`src/rtl/vga_pkg.sv`:
```
// vga_pkg: shared colour type and default 640x480@60 timing constants
// used by the VGA timing generator and the object-presence blocks.
package vga_pkg;

    typedef struct packed {
        logic [3:0] r;
        logic [3:0] g;
        logic [3:0] b;
    } rgb_t;

    localparam int DEF_ACTIVE_COLS = 640;
    localparam int DEF_H_FP        = 16;
    localparam int DEF_H_SYNC      = 96;
    localparam int DEF_H_BP        = 48;
    localparam int DEF_H_TOTAL     = DEF_ACTIVE_COLS + DEF_H_FP
                                   + DEF_H_SYNC + DEF_H_BP;

    localparam int DEF_ACTIVE_ROWS = 480;
    localparam int DEF_V_FP        = 10;
    localparam int DEF_V_SYNC      = 2;
    localparam int DEF_V_BP        = 33;
    localparam int DEF_V_TOTAL     = DEF_ACTIVE_ROWS + DEF_V_FP
                                   + DEF_V_SYNC + DEF_V_BP;

    localparam int DEF_H_SYNC_START = DEF_ACTIVE_COLS + DEF_H_FP;
    localparam int DEF_H_SYNC_END   = DEF_H_SYNC_START + DEF_H_SYNC - 1;
    localparam int DEF_V_SYNC_START = DEF_ACTIVE_ROWS + DEF_V_FP;
    localparam int DEF_V_SYNC_END   = DEF_V_SYNC_START + DEF_V_SYNC - 1;

    function automatic rgb_t bar_color(input logic [2:0] idx);
        rgb_t c;
        c.r = {4{idx[2]}};
        c.g = {4{idx[1]}};
        c.b = {4{idx[0]}};
        return c;
    endfunction

endpackage

```
`src/rtl/vga_pix_en.sv`:
```
// vga_pix_en: clock-enable divider, one pix_en pulse every PIX_DIV clocks.
// PIX_DIV=1 degenerates to a constant enable.
module vga_pix_en #(
    parameter int PIX_DIV = 2
) (
    input  logic clk,
    input  logic rst_n,
    output logic pix_en
);

    generate
        if (PIX_DIV <= 1) begin : g_bypass
            logic unused_in;
            assign unused_in = clk ^ rst_n;
            assign pix_en    = 1'b1;
        end else begin : g_div
            localparam int DW = $clog2(PIX_DIV);
            localparam logic [DW-1:0] DIV_LAST = DW'(PIX_DIV - 1);

            logic [DW-1:0] div;

            always_ff @(posedge clk or negedge rst_n) begin
                if (!rst_n) begin
                    div <= '0;
                end else if (div == DIV_LAST) begin
                    div <= '0;
                end else begin
                    div <= div + 1'b1;
                end
            end

            assign pix_en = (div == DIV_LAST);
        end
    endgenerate

endmodule

```
`src/rtl/vga_timing.sv`:
```
// vga_timing: VGA scan counters, sync generation and pixel compositor.
// Define VGA_TEST_PATTERN_EN to replace the background with colour bars.
module vga_timing
    import vga_pkg::*;
#(
    parameter int          PIX_DIV     = 2,
    parameter int          ACTIVE_COLS = DEF_ACTIVE_COLS,
    parameter int          H_FP        = DEF_H_FP,
    parameter int          H_SYNC      = DEF_H_SYNC,
    parameter int          H_BP        = DEF_H_BP,
    parameter int          ACTIVE_ROWS = DEF_ACTIVE_ROWS,
    parameter int          V_FP        = DEF_V_FP,
    parameter int          V_SYNC      = DEF_V_SYNC,
    parameter int          V_BP        = DEF_V_BP,
    parameter logic [11:0] FG_COLOR    = 12'hFFF,
    parameter logic [11:0] BG_COLOR    = 12'h000
) (
    input  logic                           clk,
    input  logic                           rst_n,
    output logic [$clog2(ACTIVE_ROWS)-1:0] row,
    output logic [$clog2(ACTIVE_COLS)-1:0] col,
    output logic                           active,
    input  logic                           fg_present,
    output logic                           hsync,
    output logic                           vsync,
    output logic [11:0]                    rgb,
    output logic                           vblank_start
);

    localparam int H_TOTAL = ACTIVE_COLS + H_FP + H_SYNC + H_BP;
    localparam int V_TOTAL = ACTIVE_ROWS + V_FP + V_SYNC + V_BP;
    localparam int HW      = $clog2(H_TOTAL);
    localparam int VW      = $clog2(V_TOTAL);
    localparam int RW      = $clog2(ACTIVE_ROWS);
    localparam int CW      = $clog2(ACTIVE_COLS);

    localparam logic [HW-1:0] H_LAST  = HW'(H_TOTAL - 1);
    localparam logic [HW-1:0] H_ACT   = HW'(ACTIVE_COLS);
    localparam logic [HW-1:0] HS_BEG  = HW'(ACTIVE_COLS + H_FP);
    localparam logic [HW-1:0] HS_END  = HW'(ACTIVE_COLS + H_FP + H_SYNC - 1);
    localparam logic [VW-1:0] V_LAST  = VW'(V_TOTAL - 1);
    localparam logic [VW-1:0] V_ACT   = VW'(ACTIVE_ROWS);
    localparam logic [VW-1:0] V_VB    = VW'(ACTIVE_ROWS - 1);
    localparam logic [VW-1:0] VS_BEG  = VW'(ACTIVE_ROWS + V_FP);
    localparam logic [VW-1:0] VS_END  = VW'(ACTIVE_ROWS + V_FP + V_SYNC - 1);

    logic          pix_en;
    logic [HW-1:0] h_cnt;
    logic [VW-1:0] v_cnt;
    logic          h_wrap;
    logic          v_wrap;
    rgb_t          bg;
    rgb_t          pix;
    rgb_t          rgb_q;

    vga_pix_en #(
        .PIX_DIV (PIX_DIV)
    ) u_pix_en (
        .clk    (clk),
        .rst_n  (rst_n),
        .pix_en (pix_en)
    );

    assign h_wrap = (h_cnt == H_LAST);
    assign v_wrap = (v_cnt == V_LAST);

    always_ff @(posedge clk or negedge rst_n) begin
        if (!rst_n) begin
            h_cnt <= '0;
            v_cnt <= '0;
        end else if (pix_en) begin
            if (h_wrap) begin
                h_cnt <= '0;
                v_cnt <= v_wrap ? '0 : v_cnt + 1'b1;
            end else begin
                h_cnt <= h_cnt + 1'b1;
            end
        end
    end

    assign active = (h_cnt < H_ACT) && (v_cnt < V_ACT);
    // Blanking counts are masked so truncation cannot alias into object hits
    assign col    = active ? CW'(h_cnt) : '0;
    assign row    = active ? RW'(v_cnt) : '0;

`ifdef VGA_TEST_PATTERN_EN
    logic [2:0] bar_idx;
    assign bar_idx = 3'(col >> 7);
    assign bg      = bar_color(bar_idx);
`else
    assign bg      = BG_COLOR;
`endif

    always_comb begin
        pix = '0;
        if (active) begin
            if (fg_present) begin
                pix = FG_COLOR;
            end else begin
                pix = bg;
            end
        end
    end

    always_ff @(posedge clk or negedge rst_n) begin
        if (!rst_n) begin
            hsync        <= 1'b1;
            vsync        <= 1'b1;
            rgb_q        <= '0;
            vblank_start <= 1'b0;
        end else begin
            vblank_start <= pix_en && h_wrap && (v_cnt == V_VB);
            if (pix_en) begin
                hsync <= !((h_cnt >= HS_BEG) && (h_cnt <= HS_END));
                vsync <= !((v_cnt >= VS_BEG) && (v_cnt <= VS_END));
                rgb_q <= pix;
            end
        end
    end

    assign rgb = rgb_q;

endmodule

```
`config.mk`:
```
export PLATFORM = sky130hd
export DESIGN_NAME = vga_timing
export DESIGN_NICKNAME = d
export VERILOG_FILES = /design/src/rtl/vga_pkg.sv /design/src/rtl/vga_pix_en.sv /design/src/rtl/vga_timing.sv
export SDC_FILE = /design/constraint.sdc
export NUM_CORES = 1
export LEC_CHECK = 0
export CORE_ASPECT_RATIO = 1.5
export CORE_MARGIN = 4
export CORE_UTILIZATION = 58
export DETAILED_ROUTE_END_ITERATION = 8
export DONT_BUFFER_PORTS = 1
export PLACE_DENSITY = 0.83
export REMOVE_ABC_BUFFERS = 1
export SLEW_MARGIN = 10
export SYNTH_ARGS = -nofsm -noshare
export SYNTH_HDL_FRONTEND = slang
export SYNTH_SLANG_ARGS = --single-unit
export TNS_END_PERCENT = 30
```
`constraint.sdc`:
```
create_clock -name clk -period 2.6 [get_ports clk]
set_clock_uncertainty 0.1 [all_clocks]
set_input_delay 0.78 -clock clk [delete_from_list [all_inputs] [get_ports clk]]
set_output_delay 0.78 -clock clk [all_outputs]
set_load 0.02 [all_outputs]
```
== Yosys cells after proc, flatten, opt, wreduce, memory -nomap -nowiden ==
Cells that the tools add are included.

* Add/subtract/negate cells: 3
* $lt $le $gt $ge: 6
* Eq/ne operators: 3
* Multiplexer cells: 7
* Reductions and logical operators: 8

{| class="wikitable"
|+ Operators by type and width
! kind !! count
|-
| 10-bit two-way mux || 3
|-
| 12-bit two-way mux || 2
|-
| 10-bit by 1-bit adder with 10-bit output, second input constant || 2
|-
| 10-bit == test, second input constant || 2
|-
| 10-bit by 9-bit == test with 1-bit output, second input constant || 1
|-
| 10-bit greater-or-equal comparator, second input constant || 1
|-
| 10-bit by 9-bit greater-or-equal comparator with 1-bit output, second input constant || 1
|-
| 10-bit less-or-equal comparator, second input constant || 1
|-
| 10-bit by 9-bit less-or-equal comparator with 1-bit output, second input constant || 1
|-
| 10-bit less-than comparator, second input constant || 1
|-
| 10-bit by 9-bit less-than comparator with 1-bit output, second input constant || 1
|-
| 9-bit two-way mux || 1
|-
| 1-bit logical AND || 5
|-
| 1-bit zero test || 2
|-
| 2-bit AND reduction || 1
|-
| 1-bit adder, second input constant || 1
|-
| 1-bit two-way mux || 1
|}

* Register bits: 36
* Input bits: 3
* Output and inout port bits: 35

== Longest topological paths before layout ==
Gate-level depths: netlist of the first run.

* Depth in word-level cells: 3
* Mapped depth: 7
* Mapped depth without buffers: 6

== Cells and area by module ==
From an unflattened synthesis of the first run, not the netlist that was laid out.

* Cell total of the unflattened synthesis: 158
* Area, all modules: 1540.2 um^2

{| class="wikitable"
|+ Modules (own cells, without submodules)
! module !! instances !! cells an instance !! area an instance (um^2) !! seq. area each (um^2)
|-
| vga_timing || 1 || 156 || 1511.4 || 603.1
|-
| vga_pix_en || 1 || 2 || 28.8 || 25.0
|}

== Worst setup path before layout of the first run ==
Ideal clock, no wire load.

* Kind: register to output
* From: reg v_cnt[5]
* To: out col[6]
* Arrival time: 1.824 ns
* Required time: 1.720 ns
* Slack: -0.104 ns
* Cell stages (with the launch flop): 6
* Buffers on the path: 2
* Path through: dfrtp_1 > and4_1 > clkbuf_1 > nor3_1 > clkbuf_1 > and2_1

* Cells in the longest elaborated chain, start to end: 3

{| class="wikitable"
|+ Ends and longest elaborated chain
! what !! RTL line !! RTL
|-
| start: declaration || vga_timing.sv:49 || <nowiki>logic [VW-1:0] v_cnt;</nowiki>
|-
| start signal: assignment || vga_timing.sv:74 || <nowiki>v_cnt <= v_wrap ? '0 : v_cnt + 1'b1;</nowiki>
|-
| 10-bit by 9-bit less-than comparator with 1-bit output || vga_timing.sv:81 || <nowiki>assign active = (h_cnt < H_ACT) && (v_cnt < V_ACT);</nowiki>
|-
| 1-bit logical AND || vga_timing.sv:81 ||
|-
| via active || vga_timing.sv:22 || <nowiki>output logic active,</nowiki>
|-
| 10-bit two-way mux || vga_timing.sv:83 || <nowiki>assign col = active ? CW'(h_cnt) : '0;</nowiki>
|-
| end: declaration || vga_timing.sv:21 || <nowiki>output logic [$clog2(ACTIVE_COLS)-1:0] col,</nowiki>
|}

The timed path passes the listed nets, and every way through them passes these cells.

== Final worst setup path of the first run ==
* From: reg v_cnt[7]
* To: out row[0]

* Cells in the longest elaborated chain, start to end: 3

{| class="wikitable"
|+ Ends and longest elaborated chain
! what !! RTL line !! RTL
|-
| 10-bit by 9-bit less-than comparator with 1-bit output || vga_timing.sv:81 ||
|-
| 1-bit logical AND || vga_timing.sv:81 ||
|-
| 9-bit two-way mux || vga_timing.sv:84 || <nowiki>assign row = active ? RW'(v_cnt) : '0;</nowiki>
|-
| end: declaration || vga_timing.sv:20 || <nowiki>output logic [$clog2(ACTIVE_ROWS)-1:0] row,</nowiki>
|}

No other way between the ends.

==> impl_metrics.env, run 1 <==
export IMPL_cts_root_buf="clkbuf_4"
export IMPL_syn_inst=158
export IMPL_ys_async_sr_fraction_pct=100
export IMPL_yosysMostFrequentCell="dfrtp_1"
export IMPL_die_area_mm2=0.00345
export IMPL_io_pins=38
export IMPL_place_gp_congestion=0.915
export IMPL_peakVddDrop_mv=0.277
export IMPL_crit_arrival_ns=1.74
export IMPL_die_w_um=49.3
export IMPL_finalSetupViolCount=1
export IMPL_hold_viol_final=0
export IMPL_detail_route_vias_per_cell=6.22
export IMPL_rows=22
export IMPL_h_tree_depth=1
export IMPL_grt_pass1_vias=1135
export IMPL_holdCritPathClass="primary input to asynchronous set/reset pin"
export IMPL_vias=1113
export IMPL_synth_common_cells="dfrtp_1, and2_1, buf_4, nor2_1"
export IMPL_start_util_pct=60.7
export IMPL_area_growth_pct=5.39
export IMPL_synthFlopType="dfrtp_1"
export IMPL_gr_usage_all_layers_pct=18.8
export IMPL_status="finished, violations left"
export IMPL_finalNonFillerCells=179
export IMPL_clk_pin_slew_ns=0.13
export IMPL_cts_sinks=25
export IMPL_grt_overflow=0
export IMPL_core_mm2=0.00245
export IMPL_fin_ws_ns=-0.0172
export IMPL_drive_gt1_share_pct=28.4
export IMPL_tritoncts="yes"
export IMPL_fmax_mhz=382
export IMPL_yosys_area_top_type="dfrtp_1"
export IMPL_pre_cts_ws_ns=0.355
export IMPL_drv_cap=0
export IMPL_crit_required_ns=1.72
export IMPL_antenna_found_initial=0
export IMPL_wl_um=3040
export IMPL_slowest_stage="dfrtp_1"
export IMPL_seqCellArea_um2=634
export IMPL_synth_distinct_cells=33
export IMPL_critPathMaxFanout=8
export IMPL_path_cells="and4_1, buf_4, nor4_1, buf_4"
export IMPL_netlist_area_mm2=0.00149
export IMPL_drc=0
export IMPL_synthTopCellsByArea="dfrtp_1, and2_1, buf_4, xnor2_1, dfstp_2"
export IMPL_maxSlewHeadroom_pct=72.1
export IMPL_startpoint_type="flop"
export IMPL_leakage_uw=0.000668
export IMPL_syn_avg_cell_area_um2=9.41
export IMPL_rsz0062_at_grt="true"
export IMPL_failed_checks="negative setup slack"
export IMPL_finalCriticalPeriod_ns=2.62
export IMPL_nets=163
export IMPL_yosysSeqAreaShare_pct=42.3
export IMPL_slew_viol_final=0
export IMPL_nFillCells=190
export IMPL_dp_hpwl_um=2320
export IMPL_antenna_cells=0
export IMPL_cpMostUsedCell="buf_4"
export IMPL_grt_max_degree=26
export IMPL_multi_input_area_um2=739
export IMPL_ys_warn_count=0
export IMPL_slowest_delay_ns=0.47
export IMPL_numCtsBuffers=3
export IMPL_tightest_slew_ns=0.416
export IMPL_clk_latency_ns=0.32
export IMPL_drtIter0Drc=37
export IMPL_cts_max_path_buffers=2
export IMPL_wl_per_cell_um=17.0
export IMPL_fin_setup_tns_ns=-0.0172
export IMPL_synth_edff_count=0
export IMPL_port_buffers=0
export IMPL_drtPass1Iterations=4
export IMPL_crit_path_end_kind="output pin"
export IMPL_grt_pass1_wl_um=5130
export IMPL_drtAntennaViolNets=0
export IMPL_power_density_mw_per_mm2=373
export IMPL_post_cts_repair_setup_buffers=0
export IMPL_fp_dieH_um=70
export IMPL_ys_ff_latch=25
export IMPL_synth_top_area_share_pct=38.7
export IMPL_placed_cells=174
export IMPL_post_route_period_util_pct=101
export IMPL_critPathKind="flop to output pin"
-- path summary, 6_finish.rpt --
path | endpoint | slack [ns] | cells past startpoint | from
max in group asynchronous | h_cnt[1] | 1.66 | 1 | rst_n
worst min register to register | h_cnt[7] | 0.43 | 1 | h_cnt[7]
worst max register to register | vblank_start | 0.44 | 3 | h_cnt[5]
worst max-delay path | row[0] | -0.02 | 4 | v_cnt[7]
worst min-delay path | v_cnt[5] | 0.03 | 0 | rst_n
min in group clk | h_cnt[7] | 0.43 | 1 | h_cnt[7]
-- what timing repair did --
action	in CTS	in global routing
hold endpoints to repair	0	3
cloned	0	0
hold buffers	0	1
endpoints found under the setup margin	3	19
resized for setup	1	20
-- worst max-delay path: cells and delay by family (launching register included) --
kind,cells,cell delay (ns)
DFF,1,0.47
buffers and inverters,2,0.38
and+or+nand+nor,2,0.56
-- stage by stage --
| stage | power [uW] | hold WS, ns | util [%] | area (um^2) |
|---|---|---|---|---|
| 2_1_floorplan | 413 | 0.361 | - | 1370 |
| 3_3_place_gp | 417 | 0.385 | 61.0 | 1500 |
| 3_5_place_dp | 418 | 0.385 | 61.0 | 1500 |
| 4_1_cts | 590 | 0.0219 | 62.4 | 1530 |
| 5_1_grt | 613 | 0.000356 | 63.9 | 1570 |
| 6_report | 585 | 0.0289 | 63.9 | 1570 |
-- layout by cell type, fill, tap and decap left out, types with 2 or more instances in the layout --
| cell | n |
|---|---|
| o21ai_0 | 5 |
| nor4b_1 | 2 |
| nand3_1 | 10 |
| nand4_1 | 7 |
| and2_2 | 14 |
| nor3_1 | 2 |
| and4_1 | 2 |
| nand2_1 | 6 |
| nor4_2 | 3 |
| nor2_1 | 12 |
| buf_4 | 8 |
| and3_1 | 3 |
| ha_1 | 4 |
| dfrtp_2 | 5 |
| xnor2_1 | 10 |
| dfrtp_1 | 18 |
| nor3_2 | 2 |
| dfstp_2 | 2 |
| xor2_1 | 3 |
| mux2i_1 | 2 |
| nor4_1 | 7 |
| inv_1 | 9 |
| clkbuf_4 | 3 |
-- where the power goes --
| group | internal, uW | total, uW | leakage (uW) | switching (uW) |
|---|---|---|---|---|
| logic | 4.69 | 21.2 | 0.000332 | 16.5 |
| clock network | 57.7 | 173 | 0.0000177 | 115 |
| registers | 390 | 391 | 0.000318 | 0.881 |
| total | 452 | 585 | 0.000668 | 133 |
-- cell type report --
cell class	count	share of cell area, %
Sequential cell	25	40.5
Timing Repair Buffer	11	6.47
Inverter	9	2.16
Multi-Input combinational cell	106	47.2
Clock buffer	3	1.44
Clock inverter	1	0.319
Tap cell	24	1.92
-- flip-flops by register name, indices dropped and copies added, names as in the netlist --
signal	count
hsync	1
vblank_start	1
rgb	1
h_cnt	10
u_pix_en.pix_en	1
v_cnt	10
vsync	1
-- kinds of logic (layout without fill, tap and decap cells) --
| family | Yosys count | in the layout | share of synthesized area [%] |
|---|---|---|---|
| DFF | 25 | 25 | 42.3 |
| and+or+nand+nor | 76 | 76 | 30.5 |
| xor gates and xnor gates | 13 | 13 | 7.66 |
| AOI/OAI and AO/OA | 11 | 11 | 4.88 |
| buffers and inverters | 27 | 24 | 10.0 |
| adders and majority gates | 4 | 4 | 3.37 |
| muxes | 2 | 2 | 1.35 |
-- routing by layer --
| metal | track usage (%) | part of all wire (%) | up-vias |
|---|---|---|---|
| met5 | 0 | 0 | - |
| met4 | 9.49 | 0.95 | 0 |
| met1 | 22.3 | 41 | 539 |
| met3 | 2.56 | 4.1 | 4 |
| met2 | 32.5 | 54 | 43 |
| li1 | - | - | 527 |
Power figures use the tool's default switching activity.
==> inputs of run 2 (changes only) <==
--- a/config.mk
+++ b/config.mk
@@ -5,14 +5,15 @@
 export SDC_FILE = /design/constraint.sdc
 export NUM_CORES = 1
 export LEC_CHECK = 0
+export CAP_MARGIN = 5
 export CORE_ASPECT_RATIO = 1.5
 export CORE_MARGIN = 4
-export CORE_UTILIZATION = 58
+export CORE_UTILIZATION = 56
 export DETAILED_ROUTE_END_ITERATION = 8
 export DONT_BUFFER_PORTS = 1
 export PLACE_DENSITY = 0.83
 export REMOVE_ABC_BUFFERS = 1
-export SLEW_MARGIN = 10
+export SLEW_MARGIN = 20
 export SYNTH_ARGS = -nofsm -noshare
 export SYNTH_HDL_FRONTEND = slang
 export SYNTH_SLANG_ARGS = --single-unit
==> constraint.sdc (replaced) <==
create_clock -name clk -period 2.15 [get_ports clk]
set_clock_uncertainty 0.1 [all_clocks]
set_input_delay 0.645 -clock clk [delete_from_list [all_inputs] [get_ports clk]]
set_output_delay 0.645 -clock clk [all_outputs]
set_load 0.02 [all_outputs]
==> impl_metrics.env, run 2 (synthesized netlist as in run 1, its figures left out) <==
export IMPL_status="finished, violations left"
export IMPL_failed_checks="negative setup slack"
export IMPL_drive_gt1_share_pct=37.1
export IMPL_wl_um=3600
export IMPL_wl_per_cell_um=17.5
export IMPL_grt_pass1_wl_um=6090
export IMPL_die_area_mm2=0.00356
export IMPL_grt_overflow=0
export IMPL_power_internal_uw=547
export IMPL_detail_route_vias_per_cell=5.88
export IMPL_hold_viol_final=0
export IMPL_port_buffers=0
export IMPL_maxSlewHeadroom_pct=64.9
export IMPL_dp_hpwl_um=2450
export IMPL_fmax_mhz=431
export IMPL_vias=1212
export IMPL_r2r_setup_slack_ns=0.09
export IMPL_drtPass1Iterations=5
export IMPL_power_share_sequential_pct=65.9
export IMPL_drtAntennaViolNets=0
export IMPL_power_frac_comb_pct=4.5
export IMPL_tritoncts="yes"
export IMPL_crit_path_end_kind="output pin"
export IMPL_fp_dieH_um=71.1
export IMPL_antenna_cells=0
export IMPL_hold_slack_ns=0.0297
export IMPL_cts_root_buf="clkbuf_4"
export IMPL_leakage_uw=0.000771
export IMPL_start_util_pct=59.3
export IMPL_drtIter0Drc=50
export IMPL_layout_common_cells="dfrtp_1, buf_4, and2_4"
export IMPL_io_pins=38
export IMPL_core_mm2=0.00250
export IMPL_crit_arrival_ns=1.58
export IMPL_p_sw_share_pct=23.8
export IMPL_rr_endpoint="vblank_start"
export IMPL_tightest_slew_ns=0.526
export IMPL_clk_pin_slew_ns=0.14
export IMPL_critPathKind="flop to output pin"
export IMPL_finalCriticalPeriod_ns=2.32
export IMPL_area_growth_pct=20.5
export IMPL_nets=178
export IMPL_h_tree_depth=1
export IMPL_die_w_um=50.1
export IMPL_critPathMaxFanout=10
export IMPL_reg2reg_from="h_cnt[7]"
export IMPL_rows=22
export IMPL_startpoint_type="flop"
export IMPL_peakVddDrop_mv=0.403
export IMPL_drc=0
export IMPL_post_route_period_util_pct=108
export IMPL_finalSetupViolCount=20
export IMPL_holdCritPathClass="primary input to asynchronous set/reset pin"
export IMPL_gr_usage_all_layers_pct=22.5
export IMPL_placed_cells=197
export IMPL_grt_pass1_vias=1288
export IMPL_finalNonFillerCells=206
export IMPL_p_switching_uw=171
export IMPL_layout_commonest_cell="dfrtp_1"
export IMPL_top_regs="h_cnt: 10 flops, v_cnt: 10 flops"
export IMPL_cts_max_path_buffers=2
export IMPL_clk_latency_ns=0.33
export IMPL_numCtsBuffers=3
export IMPL_antenna_found_initial=0
export IMPL_crit_required_ns=1.40
export IMPL_slew_viol_final=0
export IMPL_place_gp_congestion=0.982
export IMPL_p_clk_share_pct=29.6
export IMPL_rsz0062_at_grt="true"
export IMPL_fin_ws_ns=-0.173
export IMPL_drv_cap=0
export IMPL_grt_max_degree=24
export IMPL_power_density_mw_per_mm2=400
export IMPL_worst_r2r_path_depth=4
export IMPL_cts_sinks=25
-- run 2: per-layer routing --
metal | up-vias | global-route usage (%) | wire [um]
li1 | 557 | - | -
met1 | 592 | 25.5 | 1350
met2 | 48 | 39.1 | 1920
met3 | 15 | 2.32 | 172
met4 | 0 | 14.5 | 159
met5 | - | 0 | 0
-- run 2: power groups by stage --
stage | Combinational [uW] | Sequential [uW] | Clock (uW)
after floorplan | 1.21 | 498 | 0
after global placement | 23.4 | 481 | 0
after detailed placement | 23.4 | 481 | 0
after CTS | 33.6 | 473 | 219
after global routing | 35.6 | 473 | 241
final | 32.2 | 473 | 212
-- run 2: worst max-delay path by stage --
stage / from / to / cells after the start
after CTS: h_cnt[8] / row[5] / 4
after global placement: h_cnt[7] / vblank_start / 3
final: v_cnt[9] / col[8] / 3
after detailed placement: h_cnt[7] / vblank_start / 3
after global routing: v_cnt[9] / col[7] / 3
after floorplan: v_cnt[5] / col[2] / 3
-- run 2: per-stage QoR --
step / util, % / TNS (ns) / instance area (um^2) / setup WS (ns) / total power, uW
5_1_grt: 71.5 / -4.02 / 1790 / -0.228 / 749
6_report: 71.5 / -2.67 / 1790 / -0.173 / 717
2_1_floorplan: - / -13.49 / 1370 / -0.661 / 499
3_5_place_dp: 63.6 / 0 / 1590 / 0.123 / 505
4_1_cts: 70.0 / -3.07 / 1750 / -0.165 / 725
3_3_place_gp: 63.6 / 0 / 1590 / 0.152 / 505
-- run 2: area by class of cell --
cell class | instances | area [um^2]
clock inverter | 1 | 5.00
sequential | 25 | 631
fill | 160 | 713
inverter | 9 | 33.8
multi-input combinational | 106 | 831
timing repair buffer | 26 | 224
tap | 36 | 45.0
clock buffer | 3 | 22.5
-- run 2: worst max-delay path, stage by stage (launching register included) --
cell and delay [ns]:
dfrtp_2 0.56, nor3_4 0.34, buf_6 0.18, and2_4 0.18
-- run 2: timing repair --
action / in CTS / in global routing
endpoints found under the hold margin: 23 / 0
setup buffers: 2 / 1
endpoints found under the setup margin: 20 / 27
pin swaps: 5 / 3
hold buffers: 1 / 0
resized for setup: 42 / 7
cloned: 1 / 0
==> inputs of run 3 (changes only) <==
--- a/config.mk
+++ b/config.mk
@@ -5,7 +5,7 @@
 export SDC_FILE = /design/constraint.sdc
 export NUM_CORES = 1
 export LEC_CHECK = 0
-export CAP_MARGIN = 5
+export CAP_MARGIN = 20
 export CORE_ASPECT_RATIO = 1.5
 export CORE_MARGIN = 4
 export CORE_UTILIZATION = 56
==> results of run 3 <==
The final DEF is identical to that of run 2; final timing and power are the same.
==> RTL edit 1 (settings of run 1) <==
Change the package constant `DEF_H_BP` from 48 to 24.
--- a/src/rtl/vga_pkg.sv
+++ b/src/rtl/vga_pkg.sv
@@ -11,7 +11,7 @@
     localparam int DEF_ACTIVE_COLS = 640;
     localparam int DEF_H_FP        = 16;
     localparam int DEF_H_SYNC      = 96;
-    localparam int DEF_H_BP        = 48;
+    localparam int DEF_H_BP        = 24;
     localparam int DEF_H_TOTAL     = DEF_ACTIVE_COLS + DEF_H_FP
                                    + DEF_H_SYNC + DEF_H_BP;
 
Formal check against the unedited RTL: no difference found for any inputs over 10 cycles, from zero or initial values and one cycle with rst_n low; that may be too few to reach the edited logic, so the function may still have changed.
==> RTL edit 1 against run 1 <==
- via count is 0.54% higher
- total power is 1.3% lower
- combinational power is 38% lower
- maximum frequency is 5.5% higher
- clock power is 2% lower
- final area is 3.7% lower
- cell count stayed put
- synthesized area is 1.5% higher
- sequential cell count stayed put
- count of clock-buffer cells in the layout is 1 higher
- wire length is 6.8% lower
- setup slack better by 0.14 ns
- critical path type unchanged
- critical endpoint is now col[1]
- highest routed layer unchanged
==> RTL edit 1: results (changes against run 1) <==
[routing]
vias_per_cell = 6.25  ; +0.54%
wl_per_cell_um = 15.8  ; -6.8%

[layout]
fillCellCount = 198  ; +4.2%
inv_count = 8  ; -1
utilization_pct = 60.9  ; -3.0 points
multi_input_area_share_pct = 49.3  ; +2.0 points
num-nonclk-buffers = 6  ; -5
multi_input_cells = 112  ; +5.7%
final_area_um2 = 1510  ; -3.7%
final-nonclk-buf-share_pct = 2.99  ; -3.5 points
drive_gt1_share_pct = 21.9  ; -6.5 points
final-clk-cell-share_pct = 1.74  ; -0.016 points

[global_route]
grt_pass1_vias = 1070  ; -5.7%
track_usage_pct = 16.7  ; -2.2 points
grt_pass1_wl_um = 4570  ; -11%

[yosys]
synthMuxAreaShare_pct = 0.663  ; -0.68 points
synth_compound_area_share_pct = 9.87  ; +5.0 points
netlist_instances = 162  ; +2.5%
synth_common_cells = dfrtp_1, and2_1, nand2_1
yosys.area_share.adder_pct = 3.32  ; -0.050 points
ys_types = 42  ; +27%
synth_xor_area_share_pct = 4.06  ; -3.6 points

[pwr]
sw_frac_of_total_pct = 21.7  ; -1.0 points
total_power_uw = 577  ; -1.3%
leakage_uw = 0.000671  ; +0.50%
powerSeq_uw = 396  ; +1%

[placement]
dp_hpwl_um = 2040  ; -12%
routabilityCongestion = 0.876  ; -4.3%
dp_slack_ns = 0.418  ; +0.0631 ns

[critical_path]
rr_startpoint = h_cnt[0]
cp-startpoint = h_cnt[7]

[clocking]
cts_resized = 0  ; -1

[run_status]
status = complete, no violations

[timing]
setup_tns_ns = 0  ; +0.0172 ns
tightest_slew_ns = 0.501  ; +0.0851 ns

-- RTL edit 1: cell count changes after synthesis, sizes merged, moves of 3 or more --
cell	change
xnor2	-6
nor2	-6
o31ai	+4
nand3	-3
nand2	+9
o21ai	+5
nor4	-7
and2	+6
-- RTL edit 1: worst paths after layout --
kind                            slack, ns  depth (start not counted)  endpoint
worst max-delay path                 0.12                          4    col[1]
worst min-delay path                 0.03                          0   rgb[10]
worst max register to register       0.72                          5  v_cnt[3]
worst min register to register       0.43                          1  v_cnt[8]
max in group asynchronous            2.18                          0     hsync
min in group clk                     0.43                          1  v_cnt[8]
-- RTL edit 1: per-layer routing --
metal	part of all wire, %	vias up	GRT usage [%]
met5	0	-	0
met4	1.7	0	9.54
met1	42	549	18.1
li1	-	535	-
met2	52	30	29.7
met3	4.1	5	2.56
-- RTL edit 1: critical path, stage by stage (launching register included) --
cell     delay, ns
dfrtp_1       0.46
o21ai_0       0.19
and3_1        0.19
buf_4         0.20
and2_2        0.24
==> RTL edit 2 (settings of run 1) <==
Made on the original files. Make the reset (`rst_n`) synchronous in 3 clocked blocks.
--- a/src/rtl/vga_pix_en.sv
+++ b/src/rtl/vga_pix_en.sv
@@ -19,7 +19,7 @@
 
             logic [DW-1:0] div;
 
-            always_ff @(posedge clk or negedge rst_n) begin
+            always_ff @(posedge clk) begin
                 if (!rst_n) begin
                     div <= '0;
                 end else if (div == DIV_LAST) begin
--- a/src/rtl/vga_timing.sv
+++ b/src/rtl/vga_timing.sv
@@ -64,7 +64,7 @@
     assign h_wrap = (h_cnt == H_LAST);
     assign v_wrap = (v_cnt == V_LAST);
 
-    always_ff @(posedge clk or negedge rst_n) begin
+    always_ff @(posedge clk) begin
         if (!rst_n) begin
             h_cnt <= '0;
             v_cnt <= '0;
@@ -102,7 +102,7 @@
         end
     end
 
-    always_ff @(posedge clk or negedge rst_n) begin
+    always_ff @(posedge clk) begin
         if (!rst_n) begin
             hsync        <= 1'b1;
             vsync        <= 1'b1;
Function: differs if rst_n is asserted again (counterexample within 4 cycles, from zero or initial values and one cycle with rst_n low); with rst_n held inactive, the same outputs for 10 cycles.
==> RTL edit 2 against run 1 <==
- synthesized area up 1.3%
- count of clock-buffer cells in the layout unchanged
- critical path type unchanged
- setup slack better by 0.078 ns
- critical path depth down 1
- critical endpoint is now col[4]
- wire length up 10%
- core utilization up 1.8 points
- sequential cell count unchanged
- final area up 4.0%
Power is not compared: it rests on default switching activity, and its combinational part moved more than twofold at a synthesized area within 25%.
==> RTL edit 2: results (changes against run 1) <==
[run_status]
status = complete, no violations

[layout]
drive_gt1_share_pct = 19.6  ; -8.8 points
multi_input_area_um2 = 893  ; +21%
regArea_um2 = 502  ; -21%
num-nonclk-buffers = 18  ; +7
fillCellCount = 205  ; +7.9%
final-clk-cell-share_pct = 1.84  ; +0.086 points
inv_count = 7  ; -2
sh_seq_area_pct = 30.8  ; -9.7 points
multi_input_cells = 130  ; +23%
final-nonclk-buf-share_pct = 9.06  ; +2.6 points
layout.nets = 192  ; +18%

[yosys]
ys_types = 39  ; +18%
async_flop_share_pct = 0  ; -100 points
synth_seq_area_share_pct = 33.3  ; -9.0 points
synth_common_cells = dfxtp_1, and2_1, nand3_1
yosys.area_share.adder_pct = 3.33  ; -0.042 points
ys.flop_type = dfxtp_1
synth_compound_area_share_pct = 11.4  ; +6.5 points
synth_area_leaders = dfxtp_1, and2_1, buf_4
synthMuxAreaShare_pct = 0  ; -1.3 points
synth_xor_area_share_pct = 5.24  ; -2.4 points

[critical_path]
reg2reg_to = v_cnt[6]
cp-startpoint = v_cnt[8]
slowest_stage = nor3_4
path_max_fanout = 6  ; -2
worstPathArrival_ns = 1.66  ; -0.08 ns
cp_slowest_stage_delay_ns = 0.43  ; -0.04 ns
reg2reg_depth = 6  ; +3

[placement]
placement.cell_area_um2 = 1540  ; +3.1%
dp_hpwl_um = 2280  ; -1.7%
routabilityCongestion = 0.861  ; -5.9%

[routing]
vias = 1361  ; +22%
drtIter0Drc = 50  ; +35%
routed_wl_um = 3350  ; +10%

[global_route]
grt_pass1_vias = 1261  ; +11%
grt_pass1_wl_um = 5620  ; +9.5%
grt_max_degree = 22  ; -15%

[timing]
whs_ns = 0.395  ; +0.367 ns
tightest_slew_ns = 0.531  ; +0.115 ns

[clocking]
path_clk_slew_ns = 0.15  ; +0.02 ns
cts_resized = 6  ; +5

==> RTL edit 2: worst max-delay path by stage <==
stage	endpoint
floorplan	col[2]
global placement	col[6]
detailed placement	row[6]
CTS	col[6]
global route	col[4]
finish	col[4]
==> RTL edit 2: metal layers <==
| metal | vias up | GRT usage (%) | routed length [µm] |
|---|---|---|---|
| li1 | 651 | - | - |
| met1 | 642 | 22.5 | 1340 |
| met3 | 9 | 2.77 | 162 |
| met5 | - | 0 | 0 |
| met2 | 59 | 36.2 | 1770 |
| met4 | 0 | 9.23 | 82 |
==> RTL edit 2: power by group <==
| group | internal, µW | leakage (µW) | switching [µW] |
|---|---|---|---|
| Sequential | 390 | 0.000203 | 8.74 |
| Clock | 58.9 | 0.0000139 | 127 |
| Combinational | 23.7 | 0.000356 | 40.2 |
| Total | 472 | 0.000573 | 176 |
==> RTL edit 2: critical path: cells and delay by family, from the launching register on <==
kind             cells  cell delay, ns
flip-flops           1            0.34
AND/OR/NAND/NOR      3            1.00
==> RTL edit 2: logic make-up after synthesis <==
family	count (synthesis)
and+or+nand+nor	88
buffers and inverters	31
AOI/OAI and AO/OA	27
DFF	25
xor gates and xnor gates	9
adders and majority gates	4
==> RTL edit 2: per-stage QoR <==
| step | util [%] | setup slack, ns | cells | power [µW] |
|---|---|---|---|---|
| 6_report | 65.8 | 0.0611 | 208 | 649 |
| 4_1_cts | 64.7 | 0.00113 | 208 | 646 |
| 3_5_place_dp | 62.2 | 0.00697 | 202 | 468 |
| 5_1_grt | 65.8 | -0.0384 | 208 | 669 |
| 3_3_place_gp | 62.2 | 0.0787 | 202 | 466 |
| 2_1_floorplan | - | -0.202 | 160 | 448 |
